==> config.mk <==
export PLATFORM = sky130hd
export DESIGN_NAME = axisdma_sink
export DESIGN_NICKNAME = d
export VERILOG_FILES = /design/src/rtl/axisdma_sink.sv
export SDC_FILE = /design/constraint.sdc
export NUM_CORES = 1
export LEC_CHECK = 0
export CAP_MARGIN = 20
export CORE_ASPECT_RATIO = 0.6
export CORE_MARGIN = 5
export CORE_UTILIZATION = 25
export CTS_CLUSTER_DIAMETER = 120
export DETAILED_ROUTE_END_ITERATION = 8
export GPL_TIMING_DRIVEN = 0
export PLACE_DENSITY = 0.44
export RECOVER_POWER = 25
export SLEW_MARGIN = 30
export SYNTH_ARGS = -nofsm -noshare
export SYNTH_HDL_FRONTEND = slang
export SYNTH_SLANG_ARGS = --single-unit
==> constraint.sdc <==
create_clock -name clk -period 3.53 [get_ports clk]
set_input_delay 0.5295 -clock clk [delete_from_list [all_inputs] [get_ports clk]]
set_output_delay 0.5295 -clock clk [all_outputs]
set_load 0.03 [all_outputs]
==> src/rtl/axisdma_sink.sv <==
// axisdma_sink: AXI-stream to memory writer.
// Each accepted stream beat becomes one word write on a valid/ready memory
// port. Writes go to consecutive byte addresses starting at a base address.
// The memory port is framed into bursts of burst_len beats.
// Optional build macro AXISDMA_WRAP_EN: when defined, filling the buffer
// without seeing tlast wraps back to the base address (ring buffer). When not
// defined, the overflow is flagged and the rest of the capture is discarded.
module axisdma_sink #(
    parameter int dataw     = 32,
    parameter int saddr_w   = 24,
    parameter int addr_w    = 32,
    parameter int burst_len = 16
) (
    input  logic               clk,
    input  logic               reset,
    input  logic [dataw-1:0]   slave_tdata,
    input  logic               slave_tvalid,
    output logic               slave_tready,
    input  logic               slave_tlast,
    input  logic               start,
    input  logic               abort,
    input  logic [addr_w-1:0]  base_addr,
    input  logic [saddr_w-1:0] buffer_size,
    output logic               busy,
    output logic               done,
    output logic               error,
    output logic               aborted,
    output logic [saddr_w-1:0] words_written,
    output logic [addr_w-1:0]  mem_addr,
    output logic [dataw-1:0]   mem_wdata,
    output logic               mem_wvalid,
    input  logic               mem_wready,
    output logic               mem_wlast
);

    localparam int BYTES = dataw / 8;
    localparam int BL_W  = $clog2(burst_len);

    typedef enum logic [2:0] {
        S_IDLE,
        S_RUN,
        S_DISCARD,
        S_DRAIN,
        S_DONE
    } state_t;

    state_t             state_q;
    logic [addr_w-1:0]  base_q;
    logic [saddr_w-1:0] size_q;
    logic [saddr_w-1:0] index_q;
    logic [saddr_w-1:0] index_d;
    logic [saddr_w-1:0] words_q;
    logic               error_q;
    logic               aborted_q;
    logic               done_q;
    logic               wvalid_q;
    logic               wlast_q;
    logic [addr_w-1:0]  waddr_q;
    logic [dataw-1:0]   wdata_q;

    logic               out_free;
    logic               beat_acc;
    logic               mem_hs;
    logic               burst_end;
    logic [addr_w-1:0]  beat_addr;
    logic [BL_W-1:0]    phase;

    // Output register can take a new beat when it is empty or emptying now.
    assign out_free  = !wvalid_q || mem_wready;
    assign mem_hs    = wvalid_q && mem_wready;
    assign beat_acc  = slave_tvalid && slave_tready;
    assign index_d   = index_q + saddr_w'(1);
    assign phase     = index_q[BL_W-1:0];
    assign burst_end = &phase;
    assign beat_addr = base_q + addr_w'(index_q) * addr_w'(BYTES);

    // Stream ready: throttled by the output register in RUN, always open in
    // DISCARD so the upstream FIFO is drained rather than stalled.
    always_comb begin
        slave_tready = 1'b0;
        case (state_q)
            S_RUN:     slave_tready = out_free && (index_q < size_q);
            S_DISCARD: slave_tready = 1'b1;
            default:   slave_tready = 1'b0;
        endcase
    end

    // Transfer FSM together with the memory output register and status flags.
    always_ff @(posedge clk or negedge reset) begin
        if (!reset) begin
            state_q   <= S_IDLE;
            base_q    <= '0;
            size_q    <= '0;
            index_q   <= '0;
            words_q   <= '0;
            error_q   <= 1'b0;
            aborted_q <= 1'b0;
            done_q    <= 1'b0;
            wvalid_q  <= 1'b0;
            wlast_q   <= 1'b0;
            waddr_q   <= '0;
            wdata_q   <= '0;
        end else begin
            done_q <= 1'b0;

            // Memory handshake retires the pending beat and counts it.
            if (mem_hs) begin
                wvalid_q <= 1'b0;
                if (words_q != '1) begin
                    words_q <= words_q + saddr_w'(1);
                end
            end

            case (state_q)
                S_IDLE: begin
                    if (start) begin
                        base_q    <= base_addr;
                        size_q    <= buffer_size;
                        index_q   <= '0;
                        words_q   <= '0;
                        error_q   <= 1'b0;
                        aborted_q <= 1'b0;
                        if (buffer_size == '0) begin
                            // Zero size passes through DRAIN with an empty
                            // output register, giving done two cycles later.
                            error_q <= 1'b1;
                            state_q <= S_DRAIN;
                        end else begin
                            state_q <= S_RUN;
                        end
                    end
                end

                S_RUN: begin
                    if (beat_acc) begin
                        wvalid_q <= 1'b1;
                        wdata_q  <= slave_tdata;
                        waddr_q  <= beat_addr;
                        wlast_q  <= burst_end || slave_tlast;
                        index_q  <= index_d;
                    end
                    if (abort) begin
                        aborted_q <= 1'b1;
                        state_q   <= S_DRAIN;
                    end else if (beat_acc && slave_tlast) begin
                        state_q <= S_DRAIN;
                    end else if (beat_acc && (index_d == size_q)) begin
`ifdef AXISDMA_WRAP_EN
                        // Ring mode: restart at the base and a fresh burst.
                        index_q <= '0;
`else
                        error_q <= 1'b1;
                        state_q <= S_DISCARD;
`endif
                    end
                end

                S_DISCARD: begin
                    if (abort) begin
                        aborted_q <= 1'b1;
                        state_q   <= S_DRAIN;
                    end else if (slave_tvalid && slave_tlast) begin
                        state_q <= S_DRAIN;
                    end
                end

                S_DRAIN: begin
                    if (!wvalid_q) begin
                        done_q  <= 1'b1;
                        state_q <= S_DONE;
                    end
                end

                S_DONE: begin
                    state_q <= S_IDLE;
                end

                default: begin
                    state_q <= S_IDLE;
                end
            endcase
        end
    end

    assign busy          = (state_q != S_IDLE);
    assign done          = done_q;
    assign error         = error_q;
    assign aborted       = aborted_q;
    assign words_written = words_q;
    assign mem_addr      = waddr_q;
    assign mem_wdata     = wdata_q;
    assign mem_wvalid    = wvalid_q;
    assign mem_wlast     = wlast_q;

endmodule

==> run metrics, run 1 <==
status complete, no violations; pwr/cell area 748 nW/um^2; setup_tns 0 ns; htree depth 4; Synth Area in Adders 6.60%; Setup crit start kind flop; Layout Nets 1,486; main combinational cell family by area after synthesis simple AND/OR/NAND/NOR gates; Seq/Total Area, Yosys 45.0%; Seq. cell area 4410 sq um; Seq cells post-synth 176; GRT overflow 0; total length of routed wires 32.7 mm; ys flop type dfrtp_1; worst path required time 3.00 ns; Finished Layout Cells 1,873; final hold vios 0; commonest non-fill, non-tap cell in the layout nand2_1; # placed instances 1,842; Seq pwr share 32.8%; I/O Buffers 189; commonest cells after routing, fill and taps aside nand2_1, clkdlybuf4s50_1, dfrtp_1, o21ai_0, nor2_1; hold path cells 2; EDFF count, synth 0; HPWL Detailed 25.2 mm; fin. max-slew vios 0; final setup fails 0; leakage power 0.00576 uW; Relative slew margins 13.1%; diode count 0; post-synthesis simple-gate area fraction 23.0%; fraction of layout cells with a size suffix above 1 5.77%; worst-path cell chain ha_1, a21o_1, a221oi_2, nor3b_2, nand4_1, nand3_2, clkdlybuf4s15_2; TritonCTS clock tree built; VDD IR max 290 uV; clk buf depth 2; die area 43,300 sq um; Synth top area share 45.0%; I/O pin count 190; Max Fclk 0.295 GHz; clk root buf clkbuf_16; Logic pwr share 47.6%; Clock transition at path regs 0.07 ns; Worst-Skew Late Latency 0.46 ns; worst r2r path cells 11; mux share of post-synthesis cell area 1.77%; Mapped Cells 1,129; Setup CP Type reg -> out; first-pass GRT wire length 50.5 mm; Core Box Area 38,800 sq um; layout overhead on the synthesized area 32.5%; count of unique library cells instantiated by Yosys 61; Iter 0 DRT Violations 540; clk sinks 176; Min-Delay Path Class reg -> reg; sw power 4290 uW; crit path max-delay cell type dfrtp_2; initial antenna violation count 2; Vias 8,609; CP peak stage delay 0.48 ns; largest net degree at the start of global routing 78; Post-Synthesis Mean Instance Area 8.66 sq um; area occupied by multi-input gates 5030 sq um; Critical Path AT 2.86 ns; Syn. warnings 0; row cnt 56; MaxCap Viol Count 0; Synth Net Count 1,275; CP Capture Type output pin; filler cell count in the final layout 4,123; die height 163 microns; Post-synth ARST share 100%; chip width 265 microns; Wirelength per Cell 17.4 microns; sw frac 44.3%; clock share of power 19.7%; fin crit period 3.39 ns; worst slew pin tran 1.30 ns; internal power 5400 uW; Final ANT Viol Nets 0; largest cells by area after synthesis dfrtp_1, nand2_1, ha_1; gr usage total 15.0%; post-synthesis compound-gate area fraction 12.9%; Tot Pwr 9690 uW; Pre-Repair DR Iteration Count 4; area leader, netlist dfrtp_1; drc violations 0; unrepaired setup endpoints after global routing false; Worst Skew 0.0160 ns; crit-path max FO 8; CTS Buf Count 17; Post-Synth XOR/XNOR Area 6.72%; cell area after synthesis 9780 sq um; initial core utilization 25.2%; gpl congestion 0.776; vias in the first global route 8,454; Final Cycle Share 96.1%; Via density 4.60
==> critical path: cells and delay by family, from the launching register on <==
| kind | cells | cell delay (ns) |
|---|---|---|
| fa+ha+maj | 1 | 0.32 |
| simple gates | 3 | 0.75 |
| compound gates | 2 | 0.54 |
| buf+inv | 1 | 0.32 |
| flops | 1 | 0.48 |
==> cell usage after synthesis (4+ instances only) <==
library cell,count
nor2_1,60
ha_1,50
nor3_1,18
nand2b_1,7
a31oi_1,9
nand2_1,310
o22ai_1,4
clkbuf_1,30
xnor2_1,40
o2111ai_1,4
mux2i_1,15
and3_1,13
xor2_1,35
and4_1,5
a21oi_1,42
a211oi_1,4
a21o_1,10
nand3_1,32
dfrtp_1,176
o21bai_1,7
or3_1,5
nand4_1,23
o21ai_0,80
inv_1,50
buf_2,13
o211ai_1,8
nor2b_1,5
o31ai_1,9
nor4_1,13
==> through the flow <==
step                      util (%)  setup slack [ns]  hold slack (ns)  cell area [sq um]
after floorplan                  -             0.818            0.234               9780
after global placement        31.8             -6.34            0.458              12300
after detailed placement      31.9            -0.797            0.461              12400
after CTS                     33.5            0.0192            0.481              13000
after global routing          33.4           0.00517            0.497              13000
final                         33.4             0.139            0.474              13000
==> power groups by stage <==
stage | Combinational [uW] | Sequential (uW) | Clock, uW
floorplan | 2110 | 3790 | 0
global placement | 4590 | 3210 | 0
detailed placement | 4620 | 3210 | 0
CTS | 4690 | 3180 | 1980
global route | 5110 | 3270 | 2060
finish | 4610 | 3170 | 1910
==> logic make-up after synthesis <==
kind of cell / Yosys count
adders and majority gates: 51
buffers and inverters: 98
muxes: 17
DFF: 176
and+or+nand+nor: 507
xor gates and xnor gates: 75
AOI/OAI and AO/OA: 205
==> worst paths after layout <==
| kind | from | to | slack, ns |
|---|---|---|---|
| hold / removal | mem_wdata[21] | mem_wdata[21] | 0.47 |
| setup reg to reg | index_q[19] | mem_addr[22] | 0.16 |
| setup / recovery | index_q[19] | slave_tready | 0.14 |
| min in group asynchronous | reset | base_q[8] | 0.89 |
| max in group asynchronous | reset | mem_wdata[21] | 0.70 |
| hold reg to reg | mem_wdata[21] | mem_wdata[21] | 0.47 |
==> per-layer routing <==
metal	vias to the layer above	share of wire (%)	GRT usage, %
li1	4280	-	-
met1	4165	50	21.8
met2	140	43	22.4
met3	20	5.9	4.44
met4	4	0.72	2.82
met5	-	0.12	0
==> flip-flops by register name (all words and copies together) (netlist names) <==
| signal | count |
|---|---|
| base_q | 32 |
| mem_addr | 32 |
| mem_wdata | 32 |
| index_q | 24 |
| size_q | 24 |
| words_written | 24 |
| state_q | 3 |
| aborted | 1 |
| done | 1 |
| error | 1 |
| mem_wlast | 1 |
| mem_wvalid | 1 |
==> cell type report <==
class | count | area share [%]
sequential | 176 | 34.0
clock buffer | 17 | 3.28
buffer | 47 | 1.60
tap | 522 | 5.04
timing repair buffer | 193 | 14.8
multi-input combinational | 855 | 38.8
inverter | 50 | 1.45
clock inverter | 13 | 0.994
==> timing repair <==
item / in CTS / in global routing
hold buffers: 1 / 0
endpoints found under the hold margin: 10 / 0
buffers inserted: 1 / 0
endpoints found under the setup margin: 92 / 66
resized for setup: 15 / 6
pin swaps: 1 / 0
(Power assumes the default switching activity.)
==> run 2, diff against run 1 <==
--- a/config.mk
+++ b/config.mk
@@ -5,6 +5,7 @@
 export SDC_FILE = /design/constraint.sdc
 export NUM_CORES = 1
 export LEC_CHECK = 0
+export ABC_CLOCK_PERIOD_IN_PS = 3530
 export CAP_MARGIN = 20
 export CORE_ASPECT_RATIO = 0.6
 export CORE_MARGIN = 5
==> results of run 2 <==
Final layout, timing and power as in run 1 (identical DEF).
==> run 3, diff against run 2 <==
--- a/config.mk
+++ b/config.mk
@@ -5,8 +5,9 @@
 export SDC_FILE = /design/constraint.sdc
 export NUM_CORES = 1
 export LEC_CHECK = 0
+export ABC_AREA = 1
 export ABC_CLOCK_PERIOD_IN_PS = 3530
-export CAP_MARGIN = 20
+export CAP_MARGIN = 10
 export CORE_ASPECT_RATIO = 0.6
 export CORE_MARGIN = 5
 export CORE_UTILIZATION = 25
==> run 3 against run 2 <==
Against the previous run: the run now ends with capacitance limit, slew limit left; fmax grew 2.2%; global-route usage grew 1.0 points; highest routed layer is now met4; sequential cell count is the same; combinational power grew 2%; cell count grew 13%; critical endpoint unchanged; sequential share of layout area shrank 0.96 points; largest cell class unchanged.
==> run metrics, run 3 <==
status finished, violations left; failing checks capacitance limit, slew limit; Reg2Reg Setup Slack 0.58 ns (+0.42 ns); Pre-Repair DR Iteration Count 5 (+1); cell area after synthesis 10,100 sq um (+3.5%); unrepaired setup endpoints after global routing false; EDFF count, synth 0 (unchanged); Synth Net Count 1,503 (+18%); gr usage total 16.0% (+1.0 points); R2R Path End index_q[18]; Setup crit start kind flop; CTS Buf Count 17 (unchanged); commonest cells in the synthesized netlist nand2_1, dfrtp_1, inv_1; Setup CP Type reg -> out; gpl congestion 0.899 (+16%); Layout Nets 1,714 (+15%); drc violations 0 (unchanged); hold path startpoint mem_wlast; Relative slew margins -48.5% (-62 points); filler cell count in the final layout 4,365 (+5.9%); Reg2Reg Launch Point index_q[3]; pwr/cell area 739 nW/um^2 (-1.2%); Final WS setup 0.213 ns (+0.0742 ns); setup_tns 0 ns (unchanged); TritonCTS clock tree built; crit-path max FO 7 (-1); ys flop type dfrtp_1; die area 44,800 sq um (+3.4%); commonest non-fill, non-tap cell in the layout nand2_1; hold path cells 2 (unchanged); GRT overflow 0 (unchanged); vias in the first global route 9,339 (+10%); Mapped Cells 1,357 (+20%); Final ANT Viol Nets 0 (unchanged); first-pass GRT wire length 56.5 mm (+12%); worst slew pin tran 2.23 ns (+0.924 ns); worst-path cell chain ha_1, nand2_1, inv_1, nor2_1, o21a_1, nand2_1, nand2_1, nand2_1, nand2_1, nand2_1, nand2_1, clkdlybuf4s50_1; Final Cycle Share 94.0% (-2.1 points); Critical Path AT 2.79 ns (-0.07 ns); clk root buf clkbuf_16; fin. max-slew vios 34 (+34); Max Fclk 0.301 GHz (+2.2%); commonest cells after routing, fill and taps aside nand2_1, clkdlybuf4s50_1, dfrtp_1, inv_1, nor2_1; layout overhead on the synthesized area 31.6%; Post-synth ARST share 100% (unchanged); count of unique library cells instantiated by Yosys 43 (-30%); VDD IR max 278 uV (-4.2%); fraction of layout cells with a size suffix above 1 4.17% (-1.6 points); Vias 9,663 (+12%); Post-Synthesis Mean Instance Area 7.46 sq um (-14%); MaxCap Viol Count 1 (+1); I/O pin count 190 (unchanged); leakage power 0.00615 uW (+6.8%); htree depth 4 (unchanged); largest cells by area after synthesis dfrtp_1, nand2_1, ha_1; diode count 0 (unchanged); Worst Skew 0.0129 ns (-0.00317 ns); Wirelength per Cell 16.9 microns (-2.9%); CP peak stage delay 0.69 ns (+0.21 ns); die height 166 microns (+1.6%); total length of routed wires 35.8 mm (+9.4%); clk buf depth 2 (unchanged); worst r2r path cells 17 (+6); crit path from index_q[7]; Syn. warnings 0 (unchanged); Synth top area share 43.5% (-1.5 points); HPWL Detailed 28.5 mm (+13%); area leader, netlist dfrtp_1; largest net degree at the start of global routing 75 (-3.8%); I/O Buffers 189 (unchanged); Core Box Area 40,200 sq um (+3.6%); clk sinks 176 (unchanged); Worst Hold Path EP mem_wlast; row cnt 57 (+1.8%); Via density 4.58 (-0.46%); fin crit period 3.32 ns (-0.0742 ns); crit path max-delay cell type clkdlybuf4s50_1; Seq/Total Area, Yosys 43.5% (-1.5 points); final hold vios 0 (unchanged); Seq cells post-synth 176 (unchanged); Placement Setup Slack 0.380 ns (+1.18 ns); Iter 0 DRT Violations 710 (+31%); Min-Delay Path Class reg -> reg; Clock transition at path regs 0.07 ns (about the same); most frequent cell after synthesis nand2_1; chip width 270 microns (+1.7%); critical path's most frequent cell nand2_1; CP Capture Type output pin; worst path required time 3.00 ns (about the same); initial core utilization 25.2% (about the same); Worst-Skew Late Latency 0.46 ns (about the same); final setup fails 0 (unchanged); initial antenna violation count 0 (-2)
[run 3: changes by cell type in the layout (fill, tap and decap cells not counted), moves of 7 or more]
cell      before  now
nand3_1       31   73
nor4_1        12    3
inv_1         50  112
xor2_1        35   14
nand2b_1       7    0
nand2_1      309  500
a21o_1        10    3
nor2_1        60   98
and3_1        13    0
a21oi_1       42   57
xnor2_1       40   16
o21ai_1        1   29
mux2i_1       15    0
[run 3: worst max path at each step]
stage / endpoint / slack (ns) / depth (start not counted)
final: slave_tready / 0.21 / 12
after global routing: slave_tready / 0.01 / 11
after CTS: slave_tready / 0.17 / 12
after detailed placement: base_q[4] / 0.38 / 8
after global placement: size_q[2] / -6.37 / 1
after floorplan: mem_addr[26] / 1.23 / 17
[run 3: stage by stage]
step | power, uW | util (%) | instances | hold slack, ns | area [sq um]
after global routing | 10600 | 33.1 | 2112 | 0.499 | 13300
after CTS | 9980 | 33.2 | 2112 | 0.478 | 13300
final | 9850 | 33.1 | 2112 | 0.473 | 13300
after global placement | 7910 | 31.5 | 2077 | 0.456 | 12700
after detailed placement | 7960 | 31.7 | 2079 | 0.435 | 12700
after floorplan | 5930 | - | 1357 | 0.234 | 10100
[run 3: what timing repair did]
| item | 4_1_cts | 5_1_grt |
|---|---|---|
| hold buffers | 1 | 0 |
| setup buffers | 0 | 0 |
| endpoints found under the setup margin | 0 | 0 |
| resized for setup | 0 | 0 |
| endpoints found under the hold margin | 33 | 0 |
[run 3: cell type report]
type                    count  area [sq um]  area share [%]
multi-input cells        1031          5150            38.6
plain buffers              33           138            1.03
repair buffers            192          1950            14.6
flip-flops and latches    176          4400            33.0
inverters                 117           439            3.29
clock buffers              18           429            3.22
well taps                 531           664            4.98
clock inverters            14           155            1.16
[run 3: kinds of logic after synthesis]
kind of cell,share of synthesized area [%]
AND/OR/NAND/NOR,30.4
AO/OA/AOI/OAI,11.2
flip-flops,43.5
buffers and inverters,5.68
adder cells (fa/ha/maj),6.38
XOR/XNOR,2.82
[run 3: routing by layer]
layer  track usage (%)  vias to the layer above  wire, microns
met5                 0                        -              0
met1              25.8                     4538          19700
li1                  -                     4869              -
met2              21.8                      234          13900
met4              3.31                        0            429
met3              3.15                       22           1780
[run 3: report_power, final]
group / internal (uW) / switching (uW)
Combinational: 1640 / 3040
Sequential: 2720 / 475
Clock: 1060 / 917
[run 3: critical path, delay by kind of cell, from the launching register on]
family	cells	cell delay [ns]
buf+inv	2	0.73
compound gates	1	0.13
fa+ha+maj	1	0.33
simple gates	8	0.59
flops	1	0.57
